[src/rtl/ddram_loader_pkg.sv]
// Shared types for the ioctl-to-DDR word loader: FSM states, FIFO entry layout
// and the DDR byte-address width.
package ddram_loader_pkg;

    localparam int DDR_ADDR_W = 28;

    typedef enum logic [1:0] {
        SYNC = 2'd0,
        IDLE = 2'd1,
        WAIT = 2'd2
    } state_t;

    typedef struct packed {
        logic [DDR_ADDR_W-1:0] addr;
        logic [15:0]           data;
    } fifo_entry_t;

endpackage

[src/rtl/ddram_loader_fifo.sv]
// Small synchronous FIFO of address/data entries; push on full and pop on
// empty are ignored, so callers need not gate them.
module ddram_loader_fifo
    import ddram_loader_pkg::*;
#(
    parameter  int FIFO_DEPTH = 8,
    localparam int CNT_W      = $clog2(FIFO_DEPTH) + 1
) (
    input  logic              clk,
    input  logic              rst,
    input  logic              push,
    input  logic              pop,
    input  fifo_entry_t       din,
    output fifo_entry_t       dout,
    output logic [CNT_W-1:0]  count,
    output logic              full,
    output logic              empty
);

    localparam int PTR_W = $clog2(FIFO_DEPTH);

    fifo_entry_t      r_mem [FIFO_DEPTH];
    logic [PTR_W-1:0] r_wr_ptr;
    logic [PTR_W-1:0] r_rd_ptr;
    logic [CNT_W-1:0] r_count;
    logic             w_do_push;
    logic             w_do_pop;

    assign full      = (r_count == CNT_W'(FIFO_DEPTH));
    assign empty     = (r_count == '0);
    assign count     = r_count;
    assign dout      = r_mem[r_rd_ptr];
    assign w_do_push = push && !full;
    assign w_do_pop  = pop && !empty;

    always_ff @(posedge clk or posedge rst) begin
        if (rst) begin
            r_wr_ptr <= '0;
            r_rd_ptr <= '0;
            r_count  <= '0;
        end else begin
            if (w_do_push) r_wr_ptr <= r_wr_ptr + PTR_W'(1);
            if (w_do_pop)  r_rd_ptr <= r_rd_ptr + PTR_W'(1);
            case ({w_do_push, w_do_pop})
                2'b10:   r_count <= r_count + CNT_W'(1);
                2'b01:   r_count <= r_count - CNT_W'(1);
                default: r_count <= r_count;
            endcase
        end
    end

    // Storage needs no reset: the pointers define which entries are valid.
    always_ff @(posedge clk) begin
        if (w_do_push) r_mem[r_wr_ptr] <= din;
    end

endmodule

[src/rtl/ddram_loader.sv]
// Buffers HPS ioctl download words and drains them into the DDR port through
// the we_req/we_ack toggle handshake, with back-pressure and completion pulse.
module ddram_loader
    import ddram_loader_pkg::*;
#(
    parameter int                    FIFO_DEPTH = 8,
    parameter logic [DDR_ADDR_W-1:0] BASE       = 28'h0000000
) (
    input  logic                  clk_sys,
    input  logic                  reset,
    input  logic                  ioctl_download,
    input  logic                  ioctl_wr,
    input  logic [24:0]           ioctl_addr,
    input  logic [15:0]           ioctl_dout,
    output logic                  ioctl_wait,
    output logic [DDR_ADDR_W-1:0] wraddr,
    output logic [15:0]           din,
    output logic                  we_req,
    input  logic                  we_ack,
    output logic                  done,
    output logic                  overflow,
    output logic                  misalign,
    output logic [1:0]            dbg_state
);

    localparam int CNT_W    = $clog2(FIFO_DEPTH) + 1;
    localparam int WAIT_LVL = FIFO_DEPTH - 2;

    state_t                r_state;
    state_t                w_next;
    logic                  r_we_req;
    logic [DDR_ADDR_W-1:0] r_wraddr;
    logic [15:0]           r_din;
    logic                  r_wait;
    logic                  r_dl_prev;
    logic                  r_pend;
    logic                  r_done;
    logic                  r_overflow;
    logic                  r_misalign;

    logic                  w_strobe;
    logic                  w_push;
    logic                  w_ovf;
    logic                  w_mis;
    logic                  w_rise;
    logic                  w_fall;
    logic                  w_acked;
    logic                  w_issue;
    fifo_entry_t           w_entry;
    fifo_entry_t           w_head;
    logic [CNT_W-1:0]      w_count;
    logic                  w_full;
    logic                  w_empty;

    assign w_strobe = ioctl_wr && ioctl_download;
    assign w_push   = w_strobe && !ioctl_addr[0] && !w_full;
    assign w_ovf    = w_strobe && !ioctl_addr[0] && w_full;
    assign w_mis    = w_strobe && ioctl_addr[0];
    assign w_rise   = ioctl_download && !r_dl_prev;
    assign w_fall   = !ioctl_download && r_dl_prev;
    assign w_acked  = (we_ack == r_we_req);

    always_comb begin
        w_entry.addr = BASE + {{(DDR_ADDR_W-25){1'b0}}, ioctl_addr};
        w_entry.data = ioctl_dout;
    end

    ddram_loader_fifo #(.FIFO_DEPTH(FIFO_DEPTH)) u_fifo (
        .clk   (clk_sys),
        .rst   (reset),
        .push  (w_push),
        .pop   (w_issue),
        .din   (w_entry),
        .dout  (w_head),
        .count (w_count),
        .full  (w_full),
        .empty (w_empty)
    );

    always_ff @(posedge clk_sys or posedge reset) begin
        if (reset) r_state <= SYNC;
        else       r_state <= w_next;
    end

    always_comb begin
        w_next  = r_state;
        w_issue = 1'b0;
        case (r_state)
            SYNC: w_next = IDLE;
            IDLE: begin
                if (!w_empty && w_acked) begin
                    w_issue = 1'b1;
                    w_next  = WAIT;
                end
            end
            WAIT: begin
                if (w_acked) begin
                    if (!w_empty) w_issue = 1'b1;
                    else          w_next  = IDLE;
                end
            end
            default: w_next = SYNC;
        endcase
    end

    // SYNC adopts the port's acknowledge level so the first toggle is real.
    always_ff @(posedge clk_sys or posedge reset) begin
        if (reset) begin
            r_we_req <= 1'b0;
            r_wraddr <= '0;
            r_din    <= '0;
        end else if (r_state == SYNC) begin
            r_we_req <= we_ack;
        end else if (w_issue) begin
            r_we_req <= ~r_we_req;
            r_wraddr <= w_head.addr;
            r_din    <= w_head.data;
        end
    end

    always_ff @(posedge clk_sys or posedge reset) begin
        if (reset) begin
            r_wait     <= 1'b0;
            r_dl_prev  <= 1'b0;
            r_pend     <= 1'b0;
            r_done     <= 1'b0;
            r_overflow <= 1'b0;
            r_misalign <= 1'b0;
        end else begin
            r_wait    <= (w_count >= CNT_W'(WAIT_LVL));
            r_dl_prev <= ioctl_download;
            r_done    <= 1'b0;
            if (w_rise) begin
                r_pend <= 1'b0;
            end else if (w_fall) begin
                r_pend <= 1'b1;
            end else if (r_pend && w_empty && w_acked) begin
                r_pend <= 1'b0;
                r_done <= 1'b1;
            end
            if (w_ovf)       r_overflow <= 1'b1;
            else if (w_rise) r_overflow <= 1'b0;
            if (w_mis)       r_misalign <= 1'b1;
            else if (w_rise) r_misalign <= 1'b0;
        end
    end

    assign ioctl_wait = r_wait;
    assign wraddr     = r_wraddr;
    assign din        = r_din;
    assign we_req     = r_we_req;
    assign done       = r_done;
    assign overflow   = r_overflow;
    assign misalign   = r_misalign;
    assign dbg_state  = r_state;

endmodule

[config.mk]
export PLATFORM = sky130hd
export DESIGN_NAME = ddram_loader
export DESIGN_NICKNAME = d
export VERILOG_FILES = /design/src/rtl/ddram_loader_pkg.sv /design/src/rtl/ddram_loader_fifo.sv /design/src/rtl/ddram_loader.sv
export SDC_FILE = /design/constraint.sdc
export NUM_CORES = 1
export LEC_CHECK = 0
export ABC_AREA = 1
export CAP_MARGIN = 20
export CORE_MARGIN = 10
export CORE_UTILIZATION = 40
export DETAILED_ROUTE_END_ITERATION = 10
export GPL_ROUTABILITY_DRIVEN = 0
export PLACE_DENSITY = 0.64
export SLEW_MARGIN = 20
export SYNTH_ARGS = -nofsm -noshare
export SYNTH_HDL_FRONTEND = slang
export SYNTH_SLANG_ARGS = --single-unit
[constraint.sdc]
create_clock -name clk_sys -period 6.3 [get_ports clk_sys]
set_input_delay 0.63 -clock clk_sys [delete_from_list [all_inputs] [get_ports clk_sys]]
set_output_delay 0.63 -clock clk_sys [all_outputs]
set_load 0.1 [all_outputs]
==> impl_metrics.py, run 1 <==
metrics = {
    "worst_setup_path": {
        "cp_max_fo": 35,
        "critical_path_class": "input port to flip-flop",
        "arrival_ns": 3.10,
        "cp-end-kind": "flip-flop",
        "r2r_setup_slack_ns": 3.39,
        "start_kind": "input port",
        "worst_r2r_path_depth": 7,
        "cp_data_required_time_ns": 6.45,
        "timing.rr.end": "din[9]",
        "reg2reg_from": "u_fifo.r_rd_ptr[1]",
    },
    "synthesis": {
        "synth_area_mm2": 0.0156,
        "yosys.cell_types.count": 31,
        "synth_common_cells": "edfxtp_1, nand2_1, nor2_1",
        "yosysWarnings": 0,
        "synth_ff_type": "edfxtp_1",
        "yosysMostFrequentCell": "edfxtp_1",
        "syn_inst": 1284,
        "avgSynthCellArea_um2": 12.2,
        "ys_ff_latch": 388,
        "yosysSeqAreaShare_pct": 72.7,
        "netlist_top_cells_area": "edfxtp_1, dfrtp_1, nand2_1, nand3_1, nor2_1",
        "synth_top_area_share_pct": 63.1,
        "synth_top_area_cell": "edfxtp_1",
        "synth-edff-count": 328,
        "async_flop_share_pct": 15.5,
    },
    "cells_and_area": {
        "final_area_mm2": 0.0183,
        "final_core_util_pct": 47.3,
        "antenna_cells": 0,
        "area_growth_pct": 17.0,
        "drive_above_1_share_pct": 6.61,
        "fill_cells": 3381,
        "fin_nets": 1419,
    },
    "clocking": {
        "cts_tree": "built",
        "cts_buffer_depth": 3,
        "clk_pin_slew_ns": 0.06,
        "htreeDepth": 2,
        "postCtsHoldBufs": 0,
        "clock-sinks": 388,
        "worst_skew_pair.late_latency_ns": 0.53,
        "post_cts_buffers": 0,
        "cts_buffers": 40,
        "ctsResizeCount": 0,
        "root_buffer": "clkbuf_16",
    },
    "pwr": {
        "p_leak_uw": 0.00675,
        "ir_worst_vdd_mv": 0.393,
        "powerDensity_mw_per_mm2": 489,
        "power.total_uw": 8930,
    },
    "sta": {
        "clock_skew_ns": 0.0143,
        "worst_slew_pin_slew_ns": 1.12,
        "setup_tns_ns": 0,
        "rsz0062_at_grt": "false",
        "final_max_slew_viol_count": 0,
        "hold_viol": 0,
        "setup_slack_ns": 3.36,
        "finalCritPeriodShare_pct": 46.7,
        "max_slew_margin_pct": 25.6,
        "fmax_mhz": 340,
        "period_minus_slack_ns": 2.94,
        "finalSetupViolCount": 0,
    },
    "floorplan": {
        "rows": 72,
        "chipHeight_um": 218,
        "fp.dieW_um": 218,
        "dieArea_mm2": 0.0473,
        "coreArea_mm2": 0.0386,
        "start_util_pct": 40.4,
        "pin_count": 97,
    },
    "worst_hold_path": {
        "min_to": "wraddr[0]",
        "min_path_type": "flip-flop to flip-flop",
        "min_path_cells": 2,
        "hold_start": "wraddr[0]",
    },
    "run_status": {
        "outcome": "finished clean",
    },
    "drt": {
        "ant_nets": 0,
        "viasPerCell": 5.01,
        "num_vias": 9566,
        "drt_first_pass_iters": 5,
        "drt-initial-drc-count": 745,
        "drt-total-wl_mm": 34.3,
        "wl_per_cell_um": 17.9,
        "drc_errors": 0,
    },
    "global_route": {
        "grt_start_max_net_pins": 106,
        "grt.total_usage_pct": 14.3,
        "grt_antenna_before_repair": 2,
        "overflow": 0,
        "grt_first_pass_wirelength_mm": 53.7,
        "grt_pass1_vias": 9448,
    },
    "job": {
        "drv_cap": 0,
    },
    "place": {
        "portBuffers": 93,
        "dp_hpwl_mm": 18.6,
        "placed_area_mm2": 0.0170,
        "post-place-ws_ns": 2.79,
    },
}
[placed cells by master, fill, tap and decap left out, types with 16 or more instances in the layout]
cell / instances
dfrtp_1: 58
clkbuf_16: 41
o21ai_0: 97
clkdlybuf4s50_1: 93
edfxtp_1: 328
nand2_1: 188
buf_4: 16
nor2_1: 173
o211ai_1: 73
inv_1: 106
nand3_1: 133
[cells by family (layout without fill, tap and decap cells)]
logic type	count (synthesis)	in the layout	share of synthesized area [%]
and+or+nand+nor	506	506	13.5
adders and majority gates	11	11	0.882
AOI/OAI and AO/OA	186	186	7.20
other	1	3	0.0240
DFF	388	388	72.7
buffers and inverters	186	292	5.28
xor gates and xnor gates	6	6	0.385
[final cells by class]
cell class              count  area, um2  share of cell area (%)
repair buffers            109       1050                    5.75
inverters                 111        423                    2.32
flip-flops and latches    388      11400                    62.2
clock inverters            14        184                    1.01
clock buffers              58       1120                    6.13
multi-input cells         712       3480                    19.1
well taps                 518        648                    3.55
[registers in the layout, indices dropped and copies added, names as in the netlist]
| name | cells |
|---|---|
| u_fifo.r_rd_ptr | 3 |
| u_fifo.count | 4 |
| r_pend | 1 |
| wraddr | 25 |
| din | 16 |
| dbg_state | 2 |
| ioctl_wait | 1 |
| r_dl_prev | 1 |
| we_req | 1 |
| misalign | 1 |
| overflow | 1 |
| u_fifo.r_mem | 328 |
| done | 1 |
| u_fifo.r_wr_ptr | 3 |
[per-stage QoR]
| stage | hold WS (ns) | instances |
|---|---|---|
| 3_5_place_dp | 0.465 | 1838 |
| 5_1_grt | 0.506 | 1910 |
| 2_1_floorplan | 0.483 | 1286 |
| 3_3_place_gp | 0.462 | 1838 |
| 6_report | 0.477 | 1910 |
| 4_1_cts | 0.483 | 1910 |
[per-layer routing]
metal	track usage (%)	vias up	wire length, um
li1	-	4620	-
met1	19.2	4652	15400
met2	22.8	228	15900
met3	3.22	62	2100
met4	4.36	4	803
met5	0	-	27
[how the worst max path moves through the flow]
stage	start	to	slack, ns
after CTS	ioctl_addr[0]	u_fifo.r_mem[3][38]	3.35
after floorplan	ioctl_download	u_fifo.r_mem[6][0]	1.93
after global placement	ioctl_addr[0]	u_fifo.r_mem[3][39]	2.94
final	ioctl_addr[0]	u_fifo.r_mem[3][38]	3.36
after global routing	u_fifo.r_rd_ptr[1]	wraddr[9]	3.17
after detailed placement	ioctl_addr[0]	u_fifo.r_mem[3][38]	2.79
[report_power, final]
part           leakage (uW)  internal [uW]  switching [uW]
Combinational       0.00244            863            2360
Clock              0.000627           1400             948
Sequential          0.00368           3060             300
[worst max-delay path, stage by stage]
cell and delay [ns]:
clkdlybuf4s50_1 0.62, nor2_1 0.22, nand2_1 0.36, nor3_2 0.63
buf_4 0.61
Note: power is estimated with default switching activity, not from simulation.
==> run 2: changes to the inputs <==
PLACE_DENSITY = 0.67   (was 0.64)
clock period = 2.7 ns   (was 6.3 ns; I/O delays follow)
==> impl_metrics.py, run 2 (synthesized netlist as in run 1, its figures left out) <==
metrics = {
    "run_status": {
        "outcome": "finished clean",
    },
    "cells_and_area": {
        "fin_nets": 1433,
        "drive_above_1_share_pct": 11.0,
        "fill_cells": 3367,
        "final_common_cell": "edfxtp_1",
        "area_growth_pct": 18.1,
        "final_area_mm2": 0.0184,
        "most-common-layout-cells": "edfxtp_1, nand2_1, nor2_1, nand3_1, inv_1",
        "largest_reg_flops": 328,
        "regMostFlops": "u_fifo.r_mem",
    },
    "sta": {
        "fmax_mhz": 413,
        "finalSetupViolCount": 0,
        "max_slew_margin_pct": 48.5,
        "whs_ns": 0.111,
        "rsz0062_at_grt": "false",
        "clock_skew_ns": 0.0140,
        "finalCritPeriodShare_pct": 89.7,
        "period_minus_slack_ns": 2.42,
        "hold_viol": 0,
        "final_max_slew_viol_count": 0,
        "setup_tns_ns": 0,
        "setup_slack_ns": 0.279,
        "worst_slew_pin_slew_ns": 0.772,
    },
    "clocking": {
        "clock-sinks": 388,
        "root_buffer": "clkbuf_16",
        "cts_tree": "built",
        "ctsResizeCount": 0,
        "cts_buffer_depth": 3,
        "post_cts_buffers": 0,
        "postCtsHoldBufs": 0,
        "htreeDepth": 2,
        "clk_pin_slew_ns": 0.06,
        "cts_buffers": 41,
        "worst_skew_pair.late_latency_ns": 0.54,
    },
    "worst_setup_path": {
        "r2r_setup_slack_ns": 0.28,
        "timing.rr.end": "u_fifo.count[2]",
        "cp_data_required_time_ns": 3.16,
        "cp_max_fo": 6,
        "cp-end-kind": "flip-flop",
        "arrival_ns": 2.88,
        "critical_path_class": "flip-flop to flip-flop",
        "worst_r2r_path_depth": 13,
        "reg2reg_from": "dbg_state[1]",
        "start_kind": "flip-flop",
    },
    "job": {
        "drv_cap": 0,
    },
    "floorplan": {
        "rows": 72,
        "coreArea_mm2": 0.0386,
        "fp.dieW_um": 218,
        "dieArea_mm2": 0.0473,
        "chipHeight_um": 218,
        "pin_count": 97,
        "start_util_pct": 40.4,
    },
    "pwr": {
        "p_clk_share_pct": 25.6,
        "p_sw_share_pct": 41.2,
        "power.total_uw": 20900,
        "combPwrFrac_pct": 38.5,
        "pwr-share-seq_pct": 35.9,
        "powerDensity_mw_per_mm2": 1130,
        "power_switching_uw": 8580,
        "ir_worst_vdd_mv": 1.06,
        "p_int_uw": 12300,
        "p_leak_uw": 0.00695,
    },
    "drt": {
        "num_vias": 9671,
        "wl_per_cell_um": 17.7,
        "drt-initial-drc-count": 680,
        "ant_nets": 0,
        "drc_errors": 0,
        "drt_first_pass_iters": 5,
        "viasPerCell": 5.02,
        "drt-total-wl_mm": 34.2,
    },
    "global_route": {
        "grt_pass1_vias": 9647,
        "grt_antenna_before_repair": 2,
        "grt.total_usage_pct": 14.2,
        "grt_first_pass_wirelength_mm": 53.4,
        "overflow": 0,
        "grt_start_max_net_pins": 174,
    },
    "place": {
        "post-place-ws_ns": 0.160,
        "portBuffers": 93,
        "placed_area_mm2": 0.0172,
        "dp_hpwl_mm": 19.6,
    },
    "worst_hold_path": {
        "min_path_type": "input port to asynchronous set/reset pin",
    },
}
## run 2: cell count changes in the layout (fill, tap and decap cells not counted), moves of 3 or more
cell / change
clkinv_2: +4
buf_4: +48
clkdlybuf4s50_1: -48
nor3_2: -8
clkbuf_8: -3
clkinv_1: +7
clkbuf_1: -4
nor3_4: +8
buf_12: +13
## run 2: worst max-delay path, cell delays in order (launching register included)
cell and delay, ns:
dfrtp_2 0.43, inv_1 0.10, ha_1 0.20, nor2_1 0.06
nor2_1 0.16, nand3_4 0.13, inv_1 0.18, ha_1 0.24
nor2_1 0.05, nor2_1 0.14, ha_1 0.17, a21oi_1 0.05
or2_2 0.30, a31oi_1 0.12
## run 2: through the flow
step | std cells | utilization (%)
finish | 1928 | 47.7
global route | 1926 | 47.7
CTS | 1926 | 47.7
detailed placement | 1851 | 44.4
global placement | 1851 | 44.4
floorplan | 1286 | -
## run 2: power groups by stage
stage / Combinational [uW] / Clock [uW] / Sequential (uW)
final: 8020 / 5340 / 7490
after global routing: 8760 / 5700 / 7560
after CTS: 8120 / 5460 / 7490
after detailed placement: 8090 / 0 / 7610
after global placement: 7980 / 0 / 7590
after floorplan: 3770 / 0 / 9950
## run 2: cell type report
type                            count  area (um2)  area share (%)
Sequential cell                   388       11400            61.6
Multi-Input combinational cell    712        3530            19.2
Timing Repair Buffer              122        1190            6.46
Clock buffer                       52        1090            5.90
Tap cell                          518         648            3.51
Inverter                          111         423            2.29
Clock inverter                     23         191            1.04
Antenna cell                        2        5.00          0.0271
## run 2: how the worst max path moves through the flow
stage | cells after the start | start | to
final | 13 | dbg_state[1] | u_fifo.count[2]
after global routing | 13 | dbg_state[1] | u_fifo.count[2]
after CTS | 13 | dbg_state[0] | u_fifo.count[2]
after detailed placement | 11 | we_ack | u_fifo.count[2]
after global placement | 11 | we_ack | u_fifo.count[2]
after floorplan | 5 | u_fifo.count[0] | u_fifo.r_mem[0][0]
## run 2: metal layers
layer | wire [um] | up-vias | global-route usage (%) | share of wire, %
met1 | 15200 | 4730 | 18.7 | 44
met2 | 16300 | 231 | 22.9 | 48
met5 | 11 | - | 0 | 0.032
met3 | 2100 | 50 | 3.56 | 6.1
met4 | 606 | 2 | 4.08 | 1.8
li1 | - | 4658 | - | -
